<file path="src/rtl/z80_ld_bcde_sequencer.sv">
// Execution sequencer for LD A,(BC) / LD A,(DE) / LD (BC),A / LD (DE),A.
// One memory cycle with wait-state handshake, optional A writeback, then a retirement pulse.
module z80_ld_bcde_sequencer #(
  parameter int WAIT_W = 4
) (
  input  logic              clk,
  input  logic              reset,
  input  logic              start,
  input  logic [7:0]        opcode,
  input  logic [15:0]       pc_in,
  output logic              busy,
  output logic              illegal,
  output logic              reg_pair_sel,
  input  logic [15:0]       pair_data,
  input  logic [7:0]        a_data,
  output logic              a_we,
  output logic [7:0]        a_wdata,
  output logic              mem_req,
  output logic              mem_we,
  output logic [15:0]       mem_addr,
  output logic [7:0]        mem_wdata,
  input  logic [7:0]        mem_rdata,
  input  logic              mem_ack,
  output logic              retire_valid,
  output logic [15:0]       retire_pc_next,
  output logic [15:0]       retire_mem_addr,
  output logic [7:0]        retire_data,
  output logic              retire_is_load,
  output logic [WAIT_W-1:0] retire_waits
);

  // state | meaning
  // IDLE  | waiting for start; pair select follows opcode[4] directly
  // MEM   | memory cycle in progress, held until mem_ack
  // WB    | load only: write captured byte into A
  // RET   | retirement record valid for one cycle
  typedef enum logic [1:0] {IDLE, MEM, WB, RET} state_t;

  localparam logic [WAIT_W-1:0] WAIT_MAX = '1;

  state_t state, state_nxt;

  logic              legal;
  logic              accept;
  logic              sel_q;
  logic              load_q;
  logic [15:0]       pc_q;
  logic [15:0]       addr_q;
  logic [7:0]        stdata_q;
  logic [7:0]        rdata_q;
  logic [WAIT_W-1:0] waits_q;
  logic              illegal_q;

  assign legal  = (opcode[7:5] == 3'b000) && (opcode[2:0] == 3'b010);
  assign accept = (state == IDLE) && start && legal;

  always_ff @(posedge clk) begin
    if (reset) begin
      state <= IDLE;
    end else begin
      state <= state_nxt;
    end
  end

  always_comb begin
    state_nxt = state;
    case (state)
      IDLE: if (accept) state_nxt = MEM;
      MEM:  if (mem_ack) state_nxt = load_q ? WB : RET;
      WB:   state_nxt = RET;
      RET:  state_nxt = IDLE;
      default: state_nxt = IDLE;
    endcase
  end

  always_comb begin
    busy         = (state != IDLE);
    illegal      = illegal_q;
    reg_pair_sel = (state == IDLE) ? opcode[4] : sel_q;
    mem_req      = 1'b0;
    mem_we       = 1'b0;
    mem_addr     = '0;
    mem_wdata    = '0;
    a_we         = 1'b0;
    a_wdata      = '0;
    retire_valid = 1'b0;
    case (state)
      MEM: begin
        mem_req   = 1'b1;
        mem_we    = ~load_q;
        mem_addr  = addr_q;
        mem_wdata = load_q ? 8'h00 : stdata_q;
      end
      WB: begin
        a_we    = 1'b1;
        a_wdata = rdata_q;
      end
      RET: retire_valid = 1'b1;
      default: ;
    endcase
  end

  always_ff @(posedge clk) begin
    if (reset) begin
      sel_q           <= 1'b0;
      load_q          <= 1'b0;
      pc_q            <= '0;
      addr_q          <= '0;
      stdata_q        <= '0;
      rdata_q         <= '0;
      waits_q         <= '0;
      illegal_q       <= 1'b0;
      retire_pc_next  <= '0;
      retire_mem_addr <= '0;
      retire_data     <= '0;
      retire_is_load  <= 1'b0;
      retire_waits    <= '0;
    end else begin
      illegal_q <= (state == IDLE) && start && !legal;
      if (accept) begin
        sel_q    <= opcode[4];
        load_q   <= opcode[3];
        pc_q     <= pc_in;
        addr_q   <= pair_data;
        stdata_q <= a_data;
        waits_q  <= '0;
      end
      if (state == MEM) begin
        if (mem_ack) begin
          rdata_q <= mem_rdata;
        end else if (waits_q != WAIT_MAX) begin
          waits_q <= waits_q + 1'b1;
        end
      end
      // Retire fields are loaded on entry to RET and then held until the next retirement.
      if (state_nxt == RET && state != RET) begin
        retire_pc_next  <= pc_q + 16'd1;
        retire_mem_addr <= addr_q;
        retire_is_load  <= load_q;
        retire_waits    <= waits_q;
        retire_data     <= load_q ? rdata_q : stdata_q;
      end
    end
  end

endmodule

</file>
<file path="config.mk">
export PLATFORM = sky130hd
export DESIGN_NAME = z80_ld_bcde_sequencer
export DESIGN_NICKNAME = d
export VERILOG_FILES = /design/src/rtl/z80_ld_bcde_sequencer.sv
export SDC_FILE = /design/constraint.sdc
export NUM_CORES = 1
export LEC_CHECK = 0
export ABC_CLOCK_PERIOD_IN_PS = 1600
export CAP_MARGIN = 20
export CORE_ASPECT_RATIO = 1.5
export CORE_UTILIZATION = 45
export DETAILED_ROUTE_END_ITERATION = 6
export PLACE_DENSITY = 0.79
export SLEW_MARGIN = 10
export SYNTH_ARGS = -nofsm -noshare
export SYNTH_HDL_FRONTEND = slang
export SYNTH_SLANG_ARGS = --single-unit
</file>
<file path="constraint.sdc">
create_clock -name clk -period 1.6 [get_ports clk]
set_input_delay 0.24 -clock clk [delete_from_list [all_inputs] [get_ports clk]]
set_output_delay 0.24 -clock clk [all_outputs]
set_load 0.01 [all_outputs]
</file>
==> results of run 1 <==
==> worst max-delay path, delay by kind of cell (launching register included) <==
kind | cells | cell delay [ns]
AND/OR/NAND/NOR | 2 | 0.26
buffers and inverters | 4 | 0.55
flip-flops | 1 | 0.36
==> area by class of cell <==
| type | instances | area (um2) | share of cell area |
|---|---|---|---|
| multi-input cells | 384 | 2570 | 0.358 |
| repair buffers | 200 | 2140 | 0.297 |
| flip-flops and latches | 102 | 2050 | 0.285 |
| clock buffers | 16 | 282 | 0.0391 |
| well taps | 112 | 140 | 0.0195 |
| inverters | 4 | 15.0 | 0.00209 |
==> placed cells by master, fill, tap and decap left out, types with 4 or more instances in the layout <==
cell / netlist / final
nor2_2: 0 / 10
dfxtp_1: 102 / 99
nor2_1: 28 / 4
nor3_1: 4 / 4
xnor2_1: 11 / 11
nand2_4: 0 / 14
buf_12: 0 / 12
buf_2: 15 / 18
nand2_2: 0 / 8
and2_4: 0 / 15
mux2i_1: 8 / 8
nand3_1: 18 / 16
xor2_1: 4 / 4
clkbuf_16: 0 / 13
nor2_4: 0 / 14
a21oi_1: 81 / 61
buf_4: 2 / 18
clkbuf_1: 19 / 4
buf_6: 0 / 36
inv_1: 4 / 4
and2_1: 34 / 19
nand2_1: 147 / 125
a21oi_2: 0 / 19
a211oi_2: 3 / 22
clkdlybuf4s50_1: 0 / 104
==> cells by family (layout without fill, tap and decap cells) <==
logic type | count (synthesis) | after routing | share of synthesized area
mux | 9 | 9 | 0.0214
simple gates | 249 | 249 | 0.272
xor+xnor | 15 | 15 | 0.0308
flops | 102 | 102 | 0.479
compound gates | 109 | 109 | 0.147
buf+inv | 43 | 220 | 0.0440
fa+ha+maj | 2 | 2 | 0.00586
==> sequential cells by signal (all words and copies together) (netlist names), 8 cells and up <==
name and cells:
rdata_q 8, retire_mem_addr 16, retire_pc_next 16, pc_q 16, addr_q 16, stdata_q 8
retire_data 8
==> how the worst max path moves through the flow <==
stage          cells past startpoint                 from              endpoint
3_5_place_dp                       6            opcode[6]  pc_q[8]$_SDFFE_PP0P_
6_report                           6  state[1]$_SDFF_PP0_           mem_addr[3]
3_3_place_gp                       6            opcode[6]  pc_q[2]$_SDFFE_PP0P_
4_1_cts                            6  state[1]$_SDFF_PP0_          mem_wdata[0]
2_1_floorplan                      4  state[0]$_SDFF_PP0_          mem_addr[10]
5_1_grt                            6  state[1]$_SDFF_PP0_           mem_addr[4]
==> per-layer routing <==
metal,vias up,GRT usage,wire length (um)
met1,2283,0.326,5710
met5,-,0,0
met2,291,0.546,9090
met3,77,0.0571,1050
met4,0,0.179,961
li1,2109,-,-
==> per-stage QoR <==
stage / setup TNS, ns / setup WS (ns) / power (W) / util
finish: -8.94 / -0.182 / 0.00517 / 0.778
floorplan: 0 / 0.0754 / 0.00274 / -
detailed placement: -14.78 / -0.292 / 0.00298 / 0.640
global route: -12.27 / -0.216 / 0.00530 / 0.778
global placement: -10.56 / -0.204 / 0.00298 / 0.640
CTS: -3.98 / -0.248 / 0.00509 / 0.739
==> timing repair <==
action / 4_1_cts / 5_1_grt
pin swaps: 8 / 29
cloned: 10 / 4
buffers inserted: 22 / 9
endpoints found under the setup margin: 65 / 131
resized for setup: 230 / 120
hold buffers: 0 / 0
==> power by group <==
part / total, W / internal [W] / leakage, nW / switching [W]
clock: 0.00211 / 0.00119 / 0.137 / 0.000925
sequential: 0.00258 / 0.00256 / 0.824 / 0.0000208
combinational: 0.000477 / 0.000264 / 1.59 / 0.000213
total: 0.00517 / 0.00401 / 2.55 / 0.00116
==> reports/qor.yml, run 1 <==
grt_use_total: 0.307
violations: "setup timing"
stdcell_count: 818
routedWlPerCell_um: 20.5
core_mm2: 0.00925
post_drt_via_cell_ratio: 5.82
cts_tree: "yes"
antenna_found_initial: 0
ant_nets: 0
timing.rr.end: "retire_data[6]$_SDFFE_PP0P_"
min_to: "retire_pc_next[1]$_SDFFE_PP0P_"
cts_buffers: 9
path_class: "reg2out"
cts_max_level: 3
synth_edf_count: 0
drtIter0Drc: 348
period_share: 1.11
cts.clk_slew.worst_paths_ns: 0.06
maxSlewViolCount: 0
synth_area_mm2: 0.00427
area_growth_pct: 68.7
fp-row-count: 43
p_per_area_mw_per_mm2: 718
crit_arrival_ns: 1.54
cp_data_required_time_ns: 1.36
hp-class: "in2reg"
netlist_instances: 529
n_antenna_cell: 0
gp_congestion: 0.848
vias: 4760
max_cap_violations: 0
yosysUniqueCellTypes: 32
status: "finished with violations"
fillers: 578
die-area_mm2: 0.00988
grt_setup_unrepaired: "true"
reg2reg_from: "state[0]$_SDFF_PP0_"
dp_hpwl_um: 8400
synth.most_common_cell: "nand2_1"
io_buffers: 143
dpl_cell_area_mm2: 0.00592
synthesis.nets: 591
synth_seq_cells: 102
synth_top_area_share: 0.479
die_y_um: 121
r2r_cells: 10
skew_ns: 0.0104
max_stage_delay_ns: 0.36
grt_pass1_vias: 4507
ir_drop_mv: 0.805
drive_gt1_frac: 0.326
cp-end-kind: "primary output"
critPathMaxFanout: 19
grt_overflow_total: 0
pin_count: 144
clock_path_buffers: 2
place_inst: 767
drc: 0
clock.fmax_mhz: 561
ctsRootBufferMaster: "clkbuf_16"
drt_pre_antenna_iters: 5
setup_viol: 86
clkSinkCount: 102
p_leak_nw: 2.55
start_kind: "register"
totalWireLength_um: 16800
synth_largest_area_cell: "dfxtp_1"
async_reset_ff_frac: 0
fin_area_mm2: 0.00720
slew_headroom: 0.705
ys_seq_area_frac: 0.479
final_nets: 763
synth_warnings: 0
tightestPinTransition_ns: 0.442
holdWs_ns: 0.333
final-hold-violation-count: 0
synthTopCellsByCount: "nand2_1 (147), dfxtp_1 (102), a21oi_1 (81)"
start_util: 0.461
synthFlopType: "dfxtp_1"
insertion_delay_ns: 0.35
path_cells: "buf_4 > buf_6 > nor2b_4 > buf_12 > and2_1 > buf_2"
layout_min_cycle_time_ns: 1.78
whs_path_depth: 2
grt_pass1_wl_um: 22500
synthTopCellsByArea: "dfxtp_1 (48%), nand2_1 (13%), a21oi_1 (9.5%), and2_1 (5.0%), a211oi_1 (3.7%)"
slowest_stage: "dfxtp_4"
die_x_um: 81.5
min-delay-start: "reset"
setup_slack_ns: -0.182
synth_area_per_cell_um2: 8.07
ff2ff_setup_slack_ns: -0.18
grt_max_degree: 46
Note: power is estimated with default switching activity, not from simulation.
==> run 2, diff against run 1 <==
--- a/config.mk
+++ b/config.mk
@@ -10,6 +10,7 @@
 export CORE_ASPECT_RATIO = 1.5
 export CORE_UTILIZATION = 45
 export DETAILED_ROUTE_END_ITERATION = 6
+export MAX_ROUTING_LAYER = met4
 export PLACE_DENSITY = 0.79
 export SLEW_MARGIN = 10
 export SYNTH_ARGS = -nofsm -noshare
==> run 2 against run 1 <==
The run still ends with setup timing left. Wire length decreased by 1.4%. Non-clock buffer count rose by 4. Fmax up 1.7%. Cell area is 1.1% higher. Sequential share of layout area down 0.36 points. Worst hold slack better by 0.12 ns. Via count decreased by 0.84%. Final cell count increased by 0.49%. Combinational power about the same. Utilization is 0.84 points higher. Critical endpoint is now retire_pc_next[1]$_SDFFE_PP0P_.
==> reports/qor.yml, run 2 (synthesized netlist as in run 1, its figures left out) <==
status: "finished with violations"
violations: "setup timing"
cp-end-kind: "register"
seq_area_mm2: 0.00205  # -0.18%
drive_gt1_frac: 0.324  # -0.00184
tns_ns: -6.45  # +2.50 ns
place_inst: 766  # -0.13%
cp_num_buf_inv: 6  # +2
crit_top_cell: "buf_6"
start_kind: "register"
max_cap_violations: 0  # unchanged
ctsRootBufferMaster: "clkbuf_16"
skew_ns: 0.00910  # -0.00133 ns
grt_pass1_vias: 4564  # +1.3%
min-delay-start: "pc_in[3]"
switching_share: 0.223  # -0.00128
reg2reg_from: "state[0]$_SDFF_PP0_"
insertion_delay_ns: 0.35  # about the same
final_nets: 768  # +0.66%
path_class: "reg2reg"
grt_max_degree: 103  # +120%
clkSinkCount: 102  # unchanged
p_seq_frac: 0.496  # -0.003
gp_congestion: 0.832  # -1.9%
max_stage_delay_ns: 0.34  # -0.02 ns
grt_use_total: 0.315  # +0.00827
setup_viol: 85  # -1.2%
slowest_stage: "dfxtp_2"
grt_setup_unrepaired: "true"
drc: 0  # unchanged
final_cell_mix: "nand2_1 (128), clkdlybuf4s50_1 (104), dfxtp_1 (100)"
routedWlPerCell_um: 20.1  # -1.9%
crit_arrival_ns: 2.02  # +0.48 ns
fillers: 577  # -0.17%
final-hold-violation-count: 0  # unchanged
drt_pre_antenna_iters: 5  # unchanged
ctsHoldBuffers: 0  # unchanged
grt_pass1_wl_um: 22400  # -0.43%
holdWs_ns: 0.451  # +0.117 ns
combPwrFrac: 0.092  # about the same
p_per_area_mw_per_mm2: 716  # -0.30%
post_drt_via_cell_ratio: 5.74  # -1.3%
die_y_um: 121  # unchanged
whs_path_depth: 3  # +1
multi_input_area_mm2: 0.00262  # +1.7%
clockPowerShare: 0.413  # +0.004
antenna_found_initial: 0  # unchanged
path_cells: "nor3b_2 > buf_4 > buf_6 > buf_6 > buf_6 > a21oi_4 > buf_6 > buf_12 > nand2_4 > a21oi_2"
ir_drop_mv: 0.766  # -4.8%
io_buffers: 143  # unchanged
p_int_w: 0.00405  # +0.94%
hp-class: "in2reg"
p_switching_w: 0.00116  # +0.20%
grt_overflow_total: 0  # unchanged
fp-row-count: 43  # unchanged
tightestPinTransition_ns: 0.559  # +0.116 ns
path_depth: 10  # +4
critPathTopFamily: "buffers and inverters"
die-area_mm2: 0.00988  # unchanged
totalWireLength_um: 16600  # -1.4%
r2r_cells: 10  # unchanged
vias: 4720  # -0.84%
area_growth_pct: 70.5
pin_count: 144  # unchanged
cts_max_level: 3  # unchanged
p_leak_nw: 2.59  # +1.9%
n_antenna_cell: 0  # unchanged
stdcell_count: 822  # +0.49%
drtIter0Drc: 432  # +24%
layout_min_cycle_time_ns: 1.75  # -0.0295 ns
clock_path_buffers: 2  # unchanged
dp_hpwl_um: 8300  # -1.1%
period_share: 1.10  # -0.0185
cts_buffers: 9  # unchanged
cts.clk_slew.worst_paths_ns: 0.06  # about the same
die_x_um: 81.5  # unchanged
slew_headroom: 0.628  # -0.0777
cts_tree: "yes"
start_util: 0.461  # unchanged
critPathMaxFanout: 6  # -13
clock.fmax_mhz: 571  # +1.7%
cp_data_required_time_ns: 1.87  # +0.51 ns
ant_nets: 0  # unchanged
startpoint: "state[0]$_SDFF_PP0_"
maxSlewViolCount: 0  # unchanged
final_common_cell: "nand2_1"
setup_slack_ns: -0.153  # +0.0295 ns
core_mm2: 0.00925  # unchanged
## run 2: path summary, 6_finish.rpt
check / end / slack (ns)
max: retire_pc_next[1]$_SDFFE_PP0P_ / -0.15
min: pc_q[3]$_SDFFE_PP0P_ / 0.45
max reg2reg: retire_pc_next[1]$_SDFFE_PP0P_ / -0.15
min reg2reg: retire_waits[1]$_SDFFE_PP0P_ / 0.45
## run 2: power by group through the flow
stage | combinational [W] | sequential, W | clock, W
after global routing | 0.000498 | 0.00258 | 0.00226
after CTS | 0.000430 | 0.00258 | 0.00212
after detailed placement | 0.000341 | 0.00263 | 0
after floorplan | 0.000101 | 0.00264 | 0
after global placement | 0.000340 | 0.00263 | 0
final | 0.000478 | 0.00258 | 0.00215
## run 2: per-layer routing
metal	wire length (um)	track usage
met1	5840	0.321
met2	8800	0.558
met3	946	0.0474
met4	977	0.179
met5	0	-
## run 2: worst min-delay path, delay by kind of cell
family                 cells  cell delay (ns)
buffers and inverters      1             0.40
and+or+nand+nor            1             0.06
AOI/OAI and AO/OA          1             0.05
## run 2: area by class of cell
class | instances | share of cell area
Clock buffer | 15 | 0.0396
Inverter | 4 | 0.00206
Multi-Input combinational cell | 385 | 0.360
Sequential cell | 102 | 0.281
Tap cell | 112 | 0.0193
Timing Repair Buffer | 204 | 0.298
## run 2: timing repair
item | CTS | global route
endpoints found under the hold margin | 0 | 0
gates resized for setup | 257 | 100
pin swaps | 13 | 35
buffers inserted | 25 | 10
cloned | 8 | 7
setup endpoints to repair | 69 | 111
## run 2: metrics by stage
| step | utilization | total power [W] | cell area (um2) | setup WS, ns |
|---|---|---|---|---|
| CTS | 0.744 | 0.00512 | 6880 | -0.176 |
| global placement | 0.638 | 0.00297 | 5900 | -0.204 |
| floorplan | - | 0.00274 | 4270 | 0.0754 |
| global route | 0.786 | 0.00534 | 7270 | -0.186 |
| finish | 0.786 | 0.00521 | 7270 | -0.153 |
| detailed placement | 0.638 | 0.00297 | 5900 | -0.270 |
==> run 3, diff against run 2 <==
--- a/config.mk
+++ b/config.mk
@@ -8,11 +8,11 @@
 export ABC_CLOCK_PERIOD_IN_PS = 1600
 export CAP_MARGIN = 20
 export CORE_ASPECT_RATIO = 1.5
+export CORE_MARGIN = 2
 export CORE_UTILIZATION = 45
 export DETAILED_ROUTE_END_ITERATION = 6
 export MAX_ROUTING_LAYER = met4
 export PLACE_DENSITY = 0.79
-export SLEW_MARGIN = 10
 export SYNTH_ARGS = -nofsm -noshare
 export SYNTH_HDL_FRONTEND = slang
 export SYNTH_SLANG_ARGS = --single-unit
==> run 3 against run 2 <==
The flow still finishes with violations (setup timing). Critical path depth down 6. Power up 4.9%. Count of clock-buffer cells in the layout down 3. Sequential share of layout area down 0.51 points. Non-clock buffer count down 1. Cell area up 2.0%. Clock skew down 0.0036 ns. Largest power group unchanged.
==> reports/qor.yml, run 3 (synthesized netlist as in run 1, its figures left out) <==
status: "finished with violations"
violations: "setup timing"
io_buffers: 143  # unchanged
die_y_um: 123  # +1.6%
core_mm2: 0.00925  # unchanged
combPwrFrac: 0.087  # -0.005
p_seq_frac: 0.472  # -0.024
insertion_delay_ns: 0.34  # about the same
final_common_cell: "nand2_1"
fp-row-count: 43  # unchanged
clock.fmax_mhz: 557  # -2.4%
gp_congestion: 0.826  # -0.63%
grt_setup_unrepaired: "true"
place_inst: 766  # unchanged
stdcell_count: 820  # -0.24%
p_switching_w: 0.00119  # +2.1%
switching_share: 0.217  # -0.00597
ant_nets: 0  # unchanged
totalWireLength_um: 16900  # +1.8%
period_share: 1.12  # +0.0273
p_int_w: 0.00428  # +5.7%
path_cells: "nor2_2 > buf_4 > inv_1 > clkdlybuf4s50_1"
holdWs_ns: 0.441  # -0.00982 ns
p_per_area_mw_per_mm2: 736  # +2.9%
layout_min_cycle_time_ns: 1.80  # +0.0437 ns
ctsRootBufferMaster: "clkbuf_16"
die_x_um: 83.5  # +2.5%
maxSlewViolCount: 0  # unchanged
dp_hpwl_um: 8110  # -2.4%
drt_pre_antenna_iters: 5  # unchanged
cp_data_required_time_ns: 1.36  # -0.51 ns
antenna_found_initial: 0  # unchanged
slew_headroom: 0.640  # +0.0127
seq_area_mm2: 0.00205  # +0.12%
n_antenna_cell: 0  # unchanged
fin_area_mm2: 0.00742  # +2.0%
start_kind: "register"
crit_arrival_ns: 1.56  # -0.46 ns
final-hold-violation-count: 0  # unchanged
final_cell_mix: "nand2_1 (131), clkdlybuf4s50_1 (105), dfxtp_1 (100)"
cts.clk_slew.worst_paths_ns: 0.07  # about the same
cts_max_level: 3  # unchanged
slowest_stage: "clkdlybuf4s50_1"
hp-class: "in2reg"
tns_ns: -9.13  # -2.69 ns
clock_path_buffers: 2  # unchanged
tightestPinTransition_ns: 0.540  # -0.0190 ns
start_util: 0.461  # unchanged
max_stage_delay_ns: 0.46  # +0.12 ns
die-area_mm2: 0.0103  # +4.1%
drive_gt1_frac: 0.328  # +0.00374
routedWlPerCell_um: 20.6  # +2.1%
final_nets: 766  # -0.26%
grt_use_total: 0.303  # -0.0123
grt_overflow_total: 0  # unchanged
post_drt_via_cell_ratio: 5.68  # -1.1%
skew_ns: 0.00546  # -0.00364 ns
max_cap_violations: 0  # unchanged
multi_input_area_mm2: 0.00255  # -2.5%
clockPowerShare: 0.440  # +0.027
cts_buffers: 9  # unchanged
dpl_cell_area_mm2: 0.00590  # unchanged
setup_viol: 82  # -3.5%
drtIter0Drc: 318  # -26%
pin_count: 144  # unchanged
area_growth_pct: 73.8
post-place-ws_ns: -0.278  # -0.00855 ns
p_leak_nw: 2.66  # +2.5%
grt_pass1_vias: 4549  # -0.33%
cp-end-kind: "primary output"
grt_pass1_wl_um: 23600  # +5.0%
critPathMaxFanout: 5  # -1
grt_max_degree: 103  # unchanged
clkSinkCount: 102  # unchanged
vias: 4657  # -1.3%
path_class: "reg2out"
setup_slack_ns: -0.197  # -0.0437 ns
fillers: 568  # -1.6%
cts_tree: "yes"
ir_drop_mv: 0.609  # -21%
drc: 0  # unchanged
[run 3: routing by layer]
metal / share of wire / wire length [um] / global-route usage
met4: 0.058 / 970 / 0.188
met3: 0.045 / 756 / 0.0501
met2: 0.55 / 9310 / 0.553
met5: 0 / 0 / -
met1: 0.35 / 5830 / 0.302
[run 3: stage by stage]
| stage | utilization | power [W] |
|---|---|---|
| 2_1_floorplan | - | 0.00274 |
| 3_3_place_gp | 0.638 | 0.00297 |
| 3_5_place_dp | 0.638 | 0.00298 |
| 4_1_cts | 0.766 | 0.00540 |
| 5_1_grt | 0.801 | 0.00559 |
| 6_report | 0.801 | 0.00546 |
[run 3: power groups by stage]
stage	clock network (W)	registers [W]	logic, W
final	0.00241	0.00258	0.000478
after global routing	0.00251	0.00258	0.000494
after CTS	0.00238	0.00258	0.000443
after detailed placement	0	0.00263	0.000344
after floorplan	0	0.00264	0.000101
after global placement	0	0.00263	0.000342
[run 3: repair_timing]
action | 4_1_cts | 5_1_grt
pin swaps | 22 | 11
hold buffers | 0 | 0
cloned | 12 | 4
setup buffers | 23 | 6
resized for setup | 278 | 85
endpoints found under the setup margin | 82 | 137
[run 3: path summary, 6_finish.rpt]
check	startpoint	endpoint	slack, ns	depth (start not counted)
max	state[1]$_SDFF_PP0_	busy	-0.20	4
min	pair_data[0]	addr_q[0]$_SDFFE_PP0P_	0.44	3
max reg2reg	state[0]$_SDFF_PP0_	retire_mem_addr[5]$_SDFFE_PP0P_	-0.18	9
min reg2reg	retire_pc_next[1]$_SDFFE_PP0P_	retire_pc_next[1]$_SDFFE_PP0P_	0.46	2
[run 3: layout make-up]
class                      count  share of cell area
tap                          112              0.0189
timing repair buffer         203               0.315
multi-input combinational    384               0.344
inverter                       4             0.00202
clock inverter                 3             0.00911
sequential                   102               0.276
clock buffer                  12              0.0346
[run 3: critical path: cells and delay by family (launching register included)]
kind,cells,cell delay (ns)
simple gates,1,0.17
flops,1,0.38
buf+inv,3,0.66
